[src/rtl/i2c_slave_regmap_ctrl_pkg.sv]
// Shared definitions for the I2C slave register-map sequencer: FSM state codes
// and the byte returned for out-of-range register indices.
package i2c_slave_regmap_ctrl_pkg;

  typedef enum logic [1:0] {
    ST_IDLE  = 2'd0,
    ST_PTR   = 2'd1,
    ST_WRITE = 2'd2,
    ST_READ  = 2'd3
  } regmap_state_e;

  localparam logic [7:0] REGMAP_ERR_BYTE = 8'hFF;

endpackage

[src/rtl/i2c_regmap_file.sv]
// REG_COUNT x 8 register file: one synchronous write port, two combinational
// read ports. Reads of an index beyond REG_COUNT return zero; callers substitute.
module i2c_regmap_file #(
  parameter int REG_COUNT = 16,
  parameter int ADDR_W    = 4
) (
  input  logic              clk,
  input  logic              reset,
  input  logic              we,
  input  logic [ADDR_W-1:0] waddr,
  input  logic [7:0]        wdata,
  input  logic [ADDR_W-1:0] raddr_a,
  output logic [7:0]        rdata_a,
  input  logic [ADDR_W-1:0] raddr_b,
  output logic [7:0]        rdata_b
);

  logic [7:0] mem [REG_COUNT];

  always_ff @(posedge clk) begin
    if (!reset) begin
      for (int i = 0; i < REG_COUNT; i++) mem[i] <= 8'h00;
    end else if (we) begin
      mem[waddr] <= wdata;
    end
  end

  assign rdata_a = (int'(raddr_a) < REG_COUNT) ? mem[raddr_a] : 8'h00;
  assign rdata_b = (int'(raddr_b) < REG_COUNT) ? mem[raddr_b] : 8'h00;

endmodule

[src/rtl/i2c_slave_regmap_ctrl.sv]
// I2C slave register-map sequencer with host port arbitration.
// Define I2C_REGMAP_AUTOINC_EN to auto-increment the pointer after each byte.
module i2c_slave_regmap_ctrl
  import i2c_slave_regmap_ctrl_pkg::*;
#(
  parameter int REG_COUNT = 16,
  parameter int ADDR_W    = 4
) (
  input  logic              clk,
  input  logic              reset,
  input  logic              i2c_start,
  input  logic              i2c_rw,
  input  logic              i2c_stop,
  input  logic              rx_valid,
  input  logic [7:0]        rx_byte,
  input  logic              tx_load,
  output logic [7:0]        tx_byte,
  input  logic              host_req,
  input  logic              host_we,
  input  logic [ADDR_W-1:0] host_addr,
  input  logic [7:0]        host_wdata,
  output logic              host_gnt,
  output logic [7:0]        host_rdata,
  output logic              busy,
  output logic              range_err
);

`ifdef I2C_REGMAP_AUTOINC_EN
  localparam bit AUTOINC = 1'b1;
`else
  localparam bit AUTOINC = 1'b0;
`endif

  function automatic logic in_range(input logic [ADDR_W-1:0] a);
    return int'(a) < REG_COUNT;
  endfunction

  // Wraps at the end of the populated map, not at 2**ADDR_W.
  function automatic logic [ADDR_W-1:0] ptr_inc(input logic [ADDR_W-1:0] p);
    if (int'(p) == REG_COUNT - 1) return '0;
    return p + ADDR_W'(1);
  endfunction

  regmap_state_e     state;
  logic [ADDR_W-1:0] ptr;
  logic [ADDR_W-1:0] ptr_after;
  logic              i2c_byte_wr;
  logic              host_wr;
  logic              reg_we;
  logic [ADDR_W-1:0] reg_waddr;
  logic [7:0]        reg_wdata;
  logic [7:0]        ptr_rdata;
  logic [7:0]        host_rd;

  assign ptr_after   = AUTOINC ? ptr_inc(ptr) : ptr;
  // A data byte in WRITE owns the write port even when its index is dropped.
  assign i2c_byte_wr = (state == ST_WRITE) && rx_valid && !i2c_start;
  assign host_gnt    = reset && host_req && !i2c_byte_wr;
  assign host_wr     = host_gnt && host_we && in_range(host_addr);
  assign reg_we      = (i2c_byte_wr && in_range(ptr)) || host_wr;
  assign reg_waddr   = i2c_byte_wr ? ptr : host_addr;
  assign reg_wdata   = i2c_byte_wr ? rx_byte : host_wdata;
  assign busy        = (state != ST_IDLE);

  i2c_regmap_file #(
    .REG_COUNT (REG_COUNT),
    .ADDR_W    (ADDR_W)
  ) u_file (
    .clk     (clk),
    .reset   (reset),
    .we      (reg_we),
    .waddr   (reg_waddr),
    .wdata   (reg_wdata),
    .raddr_a (ptr),
    .rdata_a (ptr_rdata),
    .raddr_b (host_addr),
    .rdata_b (host_rd)
  );

  always_ff @(posedge clk) begin
    if (!reset) begin
      state     <= ST_IDLE;
      ptr       <= '0;
      range_err <= 1'b0;
    end else if (i2c_start) begin
      state <= i2c_rw ? ST_READ : ST_PTR;
    end else begin
      case (state)
        ST_PTR: if (rx_valid) begin
          ptr   <= rx_byte[ADDR_W-1:0];
          state <= ST_WRITE;
          if (!in_range(rx_byte[ADDR_W-1:0])) range_err <= 1'b1;
        end
        ST_WRITE: if (rx_valid) ptr <= ptr_after;
        ST_READ:  if (tx_load)  ptr <= ptr_after;
        default: ;
      endcase
      if (i2c_stop) state <= ST_IDLE;
    end
  end

  always_ff @(posedge clk) begin
    if (!reset) begin
      tx_byte    <= 8'h00;
      host_rdata <= 8'h00;
    end else begin
      tx_byte <= in_range(ptr) ? ptr_rdata : REGMAP_ERR_BYTE;
      if (host_gnt && !host_we)
        host_rdata <= in_range(host_addr) ? host_rd : REGMAP_ERR_BYTE;
    end
  end

endmodule

[config.mk]
export PLATFORM = sky130hd
export DESIGN_NAME = i2c_slave_regmap_ctrl
export DESIGN_NICKNAME = d
export VERILOG_FILES = /design/src/rtl/i2c_slave_regmap_ctrl_pkg.sv /design/src/rtl/i2c_regmap_file.sv /design/src/rtl/i2c_slave_regmap_ctrl.sv
export SDC_FILE = /design/constraint.sdc
export NUM_CORES = 1
export LEC_CHECK = 0
export BUFFER_PORTS_ARGS = -buffer_cell sky130_fd_sc_hd__buf_2
export CAP_MARGIN = 20
export CELL_PAD_IN_SITES_DETAIL_PLACEMENT = 1
export CELL_PAD_IN_SITES_GLOBAL_PLACEMENT = 1
export CORE_MARGIN = 2
export CORE_UTILIZATION = 35
export DETAILED_ROUTE_END_ITERATION = 16
export PLACE_DENSITY = 0.56
export SYNTH_ARGS = -nofsm -noshare
export SYNTH_HDL_FRONTEND = slang
export SYNTH_HIERARCHICAL = 1
export SYNTH_SLANG_ARGS = --single-unit
[constraint.sdc]
create_clock -name clk -period 3.45 [get_ports clk]
set_input_delay 0.1725 -clock clk [delete_from_list [all_inputs] [get_ports clk]]
set_output_delay 0.1725 -clock clk [all_outputs]
set_load 0.1 [all_outputs]
After elaboration in Yosys (flattened, before gate mapping)
Memory sizes are Yosys's and may differ from the RTL's. A register that Yosys moved wholly into a read port is not among the register bits.
Cells that the tools add are included.
{"block": "word_totals", "ff_bits": 6, "ram_bits": 128, "inputBits": 29, "output_inout_bits": 19, "wordCells": 38, "mem_count": 1}
{"block": "op_classes", "eq_ne": 2, "n_mux": 14, "n_bitwise": 1, "reduce_logical": 18}
{"memory": "u_file.mem", "words": 16, "word_bits": 8, "read_ports": 2, "rd_clocked_by_memory_dff": 2, "wr": 16, "line": "i2c_regmap_file.sv:18", "source": "logic [7:0] mem [REG_COUNT];"}
{"op": "8-bit two-way mux", "n": 2}
{"op": "2-bit two-way mux", "n": 5}
{"op": "4-bit two-way mux", "n": 2}
{"op": "8-bit OR reduction", "n": 1}
{"op": "1-bit logical AND", "n": 6}
{"op": "3-bit nonzero test", "n": 2}
{"op": "1-bit logical NOT", "n": 5}
{"op": "1-bit two-way mux", "n": 5}
{"op": "3-bit AND reduction", "n": 1}
{"op": "2-bit by 1-bit equality test with 1-bit output, second input constant", "n": 1}
{"op": "2-bit equality test, second input constant", "n": 1}
{"op": "2-bit AND reduction", "n": 1}
{"op": "2-bit nonzero test", "n": 1}
{"op": "1-bit logical OR", "n": 1}
{"op": "1-bit inverter", "n": 1}

Logic depth before layout (Yosys ltp)
Gate-level depths: netlist of the first run.
{"block": "logic_depth", "ltp_word": 12, "depth_mapped": 7, "ltp_nobuf": 5}

Cells and area by module
The synthesis of the first run kept the hierarchy.
{"mod": "i2c_regmap_file", "n_inst": 1, "cells_each": 445, "area_per_inst_um2": 6919.1, "seq_area_each_um2": 3843.7}
{"mod": "i2c_slave_regmap_ctrl", "n_inst": 1, "cells_each": 97, "area_per_inst_um2": 980.9, "seq_area_each_um2": 440.4}

Least setup slack after synthesis of the first run
Ideal clock, no wire load.
{"block": "synth_timing", "kind": "reg2reg", "from": "reg state[1]", "to": "mem u_file.mem[1][0] (enable)", "t_arrival_ps": 2239, "path_slack_ps": 827, "stages_incl_launch_ff": 7, "period_less_slack_ps": 2623, "cell_sequence": "dfxtp_1 -> nor4bb_1 -> buf_4 -> buf_6 -> mux2_2 -> nand4bb_1 -> o21ai_0"}
{"item": "from (decl)", "line": "i2c_slave_regmap_ctrl.sv:44", "source": "regmap_state_e state;"}
{"item": "from (signal assigned)", "line": "i2c_slave_regmap_ctrl.sv:86", "source": "state <= i2c_rw ? ST_READ : ST_PTR;"}
{"item": "to (decl)", "line": "i2c_regmap_file.sv:18"}

==> impl_metrics.csv, run 1 <==
group,metric,value,unit
setup_path,crit_end,"u_file/mem[8][5]",
placed_design,place.gp.congestion,0.7874,
cells_and_area,fin_nets,621,
cells_and_area,drive_gt1_share,25.95,%
setup_path,rr_worst_depth,7,
clock_network,post_cts_buffers,0,
drt,antenna_left,0,
setup_path,critPathArrivalTime,3030,ps
logic_synthesis,ys_ff_latch,150,
timing,fin_setup_tns,0,ps
timing,drv_slew,0,
run,maxCapViolations,0,
cells_and_area,antennaDiodeCount,0,
clock_network,ctsResizeCount,0,
floorplan,start_util,35.98,%
logic_synthesis,synth_area,7900,um2
run_status,status,"finished, final reports clean",
clock_network,cts_tree,"yes",
drt,drt_iter0_drc,459,
timing,setup_ws,480.2,ps
clock_network,holdBufCountCts,0,
drt,avgViaCountPerCell,5.606,
floorplan,die_w,154.2,um
setup_path,critPathRequiredTime,3510,ps
drt,firstDrtPassIters,4,
setup_path,startpoint,"state[1]",
logic_synthesis,yosys_most_used_dff,"edfxtp_1",
logic_synthesis,synthTopCellsByArea,"edfxtp_1, mux4_2, and2_1",
placed_design,dp_hpwl,15800,um
clock_network,cts_made_buffers,17,
logic_synthesis,synth_top_cell_by_area,"edfxtp_1",
logic_synthesis,ys_types,33,
setup_path,r2r_start,"state[1]",
timing,rsz0062_at_grt,"false",
logic_synthesis,yosysSeqAreaShare,54.23,%
setup_path,r2r-end,"u_file/mem[8][5]",
setup_path,crit_path_start_kind,"register",
timing,layout_min_cycle_time,2970,ps
timing,skew,11.62,ps
grt,grt_max_degree,34,
drt,wire_per_inst,25.98,um
placed_design,dp_slack,496.1,ps
grt,grt_pass1_vias,5225,
floorplan,die_y,154.2,um
floorplan,die-area,23790,um2
clock_network,cts.sinks,150,
floorplan,rows,54,
logic_synthesis,synth_edf_count,128,
timing,max_freq,0.3367,GHz
clock_network,clkTransAtPathRegs,60,ps
drt,drc,0,
cells_and_area,synthToLayoutAreaGrowth,13.54,%
grt,grt_util_all_layers,19.96,%
drt,dr_total_vias,4961,
setup_path,crit_type,"reg -> reg",
timing,slew_headroom,39.55,%
grt,antenna_found_initial,0,
placed_design,port_buffers,45,
logic_synthesis,synth_commonest_cells,"and2_1, edfxtp_1, mux4_2",
grt,grt_overflow,0,
power_and_ir_drop,power_leakage,3.280,nW
clock_network,clock_path_buffers,2,
drt,wl,22990,um
logic_synthesis,synthCells,542,
setup_path,worst_setup_path_end_kind,"register",
floorplan,core_area,21960,um2
logic_synthesis,synthDominantCellAreaShare,48.65,%
clock_network,clock_latency,420,ps
timing,tightest_slew,906.8,ps
power_and_ir_drop,power,0.004254,W
logic_synthesis,synth_nets,571,
setup_path,reg2reg_slack,480,ps
logic_synthesis,synth-async-reset-ratio,0,%
power_and_ir_drop,vdd_drop_max,289.9,uV
logic_synthesis,post-synth-top-count-cell,"and2_1",
power_and_ir_drop,p_per_area,474.2,nW/um2
floorplan,io_pins,48,
clock_network,htree_levels,4,
logic_synthesis,avgSynthCellArea,14.58,um2
timing,hold_viol,0,
grt,grt_pass1_wl,34210,um
clock_network,cts-root-buf,"clkbuf_16",
logic_synthesis,synth.yosys.warnings,6,
setup_path,crit_fanout,15,
hold_path,hp-class,"in -> reg",
timing,period_share,86.08,%
timing,setup_viol,0,
## metrics by stage
stage	hold slack [ps]	util, %	area (um2)	cells
finish	37.70	40.85	8970	885
global route	48.58	40.85	8970	885
CTS	22.49	40.85	8970	885
detailed placement	454.9	38.43	8439	853
global placement	440.3	38.43	8439	853
floorplan	321.6	-	7900	542
## worst min path at each step
stage,depth (start not counted),startpoint,to
floorplan,2,reset,host_rdata[0]
global placement,2,host_rdata[2],host_rdata[2]
detailed placement,2,host_rdata[1],host_rdata[1]
CTS,3,rx_byte[0],ptr[0]
global route,3,rx_byte[3],ptr[3]
finish,3,rx_byte[0],ptr[0]
## area by class of cell
| class | instances | area [um2] |
|---|---|---|
| Clock inverter | 14 | 101.3 |
| Timing Repair Buffer | 69 | 417.9 |
| Fill cell | 2239 | 12990 |
| Clock buffer | 18 | 429.2 |
| Sequential cell | 150 | 4285 |
| Multi-Input combinational cell | 354 | 3386 |
| Tap cell | 280 | 350.3 |
## metal layers
metal  vias to the layer above  routed length [um]  track usage, %
met5                         -                   0               0
met4                         0                 493           6.631
met3                        23                1032           4.399
met2                       129               10820           31.67
met1                      2634               10640           27.39
li1                       2175                   -               -
## sequential cells by signal, summed over array words and instances, names as in the netlist
| signal | cells |
|---|---|
| u_file/mem | 128 |
| host_rdata | 8 |
| tx_byte | 8 |
| state | 2 |
| ptr | 4 |
## kinds of logic after synthesis
family          share of synthesized area, %
mux                                    22.60
flops                                  54.23
buf+inv                                3.104
compound gates                         4.134
other cells                          0.04747
simple gates                           15.89
## power by group
part	switching, W	internal [W]	leakage [nW]
Sequential	0.0000436	0.00204	1.48
Clock	0.000774	0.000921	0.241
Combinational	0.000315	0.000162	1.56
## worst max-delay path: stages (launching register included)
cell and delay, ps:
dfxtp_1 380, nor4bb_4 300, buf_4 320, mux2_2 410
nand4b_1 370, nor3_1 240, buf_4 190, nand2b_1 390
## cell usage in the layout (no fill, tap or decap), drive strengths merged, types with 6 or more instances in the layout
| master | count |
|---|---|
| and2 | 139 |
| edfxtp | 128 |
| buf | 69 |
| mux4 | 64 |
| nand2 | 35 |
| a22oi | 32 |
| dfxtp | 22 |
| clkbuf | 18 |
| nor2 | 16 |
| o21ai | 13 |
| mux2 | 12 |
| mux2i | 12 |
| nor2b | 8 |
| clkinvlp | 6 |
| nand2b | 6 |
Note: power is estimated with default switching activity, not from simulation.
==> run 2, diff against run 1 <==
Settings changed: GPL_TIMING_DRIVEN set to 0, SYNTH_HIERARCHICAL 1 to not set.
==> impl_metrics.csv, run 2 <==
group,metric,value,unit
grt,grt_pass1_vias,5661,
power_and_ir_drop,combPwrFrac,12.6,%
timing,setup_viol,0,
drt,wl,25720,um
timing,setup_ws,457.7,ps
setup_path,r2r_start,"state[0]",
drt,avgViaCountPerCell,5.979,
clock_network,holdBufCountCts,0,
cells_and_area,max_flop_register,"u_file.mem",
cells_and_area,largest_reg_flops,128,
clock_network,cts_tree,"yes",
logic_synthesis,post-synth-top-count-cell,"edfxtp_1",
cells_and_area,top_regs,"u_file.mem (128), host_rdata (8), tx_byte (8)",
setup_path,critPathRequiredTime,3500,ps
floorplan,core_area,22570,um2
timing,hold_viol,0,
logic_synthesis,synth_nets,558,
clock_network,cts-root-buf,"clkbuf_16",
logic_synthesis,synthTopCellsByArea,"edfxtp_1, mux4_2, nor3_1",
logic_synthesis,synthCells,529,
run,maxCapViolations,0,
setup_path,critPathArrivalTime,3040,ps
power_and_ir_drop,switching_share,26.61,%
logic_synthesis,ys_types,37,
floorplan,rows,55,
hold_path,min_from,"i2c_rw",
placed_design,dp_hpwl,18260,um
logic_synthesis,synth-async-reset-ratio,0,%
timing,tightest_slew,1059,ps
logic_synthesis,yosysSeqAreaShare,53.25,%
floorplan,die-area,24210,um2
drt,wire_per_inst,28.74,um
timing,layout_min_cycle_time,2992,ps
clock_network,cts.sinks,150,
clock_network,post_cts_buffers,0,
floorplan,io_pins,48,
timing,period_share,86.73,%
clock_network,clkTransAtPathRegs,60,ps
clock_network,htree_levels,4,
grt,grt_pass1_wl,37980,um
logic_synthesis,synth_top_cell_by_area,"edfxtp_1",
placed_design,dp_slack,441.2,ps
timing,skew,12.22,ps
cells_and_area,final_cell_mix,"edfxtp_1, nor3_1, buf_2, mux4_2, nor3_2",
grt,grt_util_all_layers,22.25,%
setup_path,crit_path_start_kind,"register",
drt,firstDrtPassIters,5,
power_and_ir_drop,seqPwrFrac,44.4,%
logic_synthesis,avgSynthCellArea,15.21,um2
logic_synthesis,synth_edf_count,128,
power_and_ir_drop,power.switching,0.001248,W
grt,antenna_found_initial,0,
power_and_ir_drop,power_leakage,2.938,nW
timing,rsz0062_at_grt,"false",
setup_path,crit_fanout,10,
clock_network,cts_made_buffers,17,
cells_and_area,synthToLayoutAreaGrowth,15.38,%
logic_synthesis,synth_area,8045,um2
run_status,status,"finished, final reports clean",
floorplan,die_y,155.6,um
cells_and_area,fin_nets,626,
cells_and_area,fillers,2284,
grt,grt_max_degree,17,
logic_synthesis,ys_ff_latch,150,
cells_and_area,drive_gt1_share,40.82,%
timing,slew_headroom,28.90,%
power_and_ir_drop,power_frac_clock,43.0,%
power_and_ir_drop,internal_power,0.003443,W
hold_path,hp-class,"in -> reg",
drt,antenna_left,0,
power_and_ir_drop,p_per_area,505.4,nW/um2
cells_and_area,final_common_cell,"edfxtp_1",
setup_path,startpoint,"state[0]",
logic_synthesis,yosys_most_used_dff,"edfxtp_1",
cells_and_area,antennaDiodeCount,0,
logic_synthesis,synthDominantCellAreaShare,47.78,%
drt,dr_total_vias,5351,
placed_design,port_buffers,42,
timing,max_freq,0.3342,GHz
floorplan,die_w,155.6,um
timing,drv_slew,0,
timing,fin_setup_tns,0,ps
clock_network,ctsResizeCount,0,
drt,drt_iter0_drc,559,
power_and_ir_drop,vdd_drop_max,240.6,uV
grt,grt_overflow,0,
drt,drc,0,
logic_synthesis,synth_commonest_cells,"edfxtp_1, nor3_1, mux4_2",
logic_synthesis,synth.yosys.warnings,0,
setup_path,worst_setup_path_end_kind,"register",
clock_network,clock_path_buffers,2,
placed_design,place.gp.congestion,0.8310,
clock_network,clock_latency,430,ps
floorplan,start_util,35.64,%
setup_path,crit_type,"reg -> reg",
==> run 2: critical path: stages, from the launching register on <==
cell	delay, ps
dfxtp_1	340
and4bb_4	360
buf_8	200
mux2i_1	320
nand2_2	240
buf_2	300
o21ai_1	820
==> run 2: final cells by class <==
cell class | instances | area (um2) | area share, %
clock buffers | 17 | 425.4 | 4.583
repair buffers | 49 | 252.7 | 2.723
well taps | 285 | 356.6 | 3.841
flip-flops and latches | 150 | 4284 | 46.15
plain buffers | 57 | 330.3 | 3.558
multi-input cells | 322 | 3431 | 36.96
clock inverters | 15 | 202.7 | 2.184
==> run 2: final timing paths <==
kind                       endpoint  slack, ps  cells after the start
setup / recovery  u_file.mem[12][5]        460                      6
setup reg to reg  u_file.mem[12][5]        460                      6
hold reg to reg       host_rdata[6]        480                      2
hold / removal             state[1]          5                      3
==> run 2: power by group through the flow <==
| stage | Sequential (W) | Clock [W] | Combinational [W] |
|---|---|---|---|
| 2_1_floorplan | 0.00219 | 0 | 0.000323 |
| 3_3_place_gp | 0.00212 | 0 | 0.000580 |
| 3_5_place_dp | 0.00212 | 0 | 0.000590 |
| 4_1_cts | 0.00208 | 0.00203 | 0.000593 |
| 5_1_grt | 0.00209 | 0.00210 | 0.000618 |
| 6_report | 0.00208 | 0.00202 | 0.000590 |
==> run 2: routing by layer <==
metal	share of wire [%]	vias up	global-route usage (%)
met5	0	-	0
met1	43	2813	30.08
met4	2.6	0	7.471
met3	5.0	43	3.583
li1	-	2281	-
met2	50	214	36.77
==> run 2: through the flow <==
stage / power [W] / hold slack [ps] / utilization (%) / cells / instance area [um2]
final: 0.004691 / 5.071 / 41.13 / 895 / 9283
after global routing: 0.004815 / 20.88 / 41.13 / 895 / 9283
after CTS: 0.004703 / 1.880 / 41.13 / 895 / 9283
after detailed placement: 0.002712 / 443.8 / 38.34 / 863 / 8655
after global placement: 0.002696 / 444.3 / 38.15 / 856 / 8612
after floorplan: 0.002515 / 335.2 / - / 529 / 8045
==> run 2: kinds of logic after synthesis <==
group	count (synthesis)	synth area share, %
AO/OA/AOI/OAI	45	3.624
AND/OR/NAND/NOR	168	14.14
multiplexers	108	24.84
flip-flops	150	53.25
other	1	0.04661
buffers and inverters	57	4.106
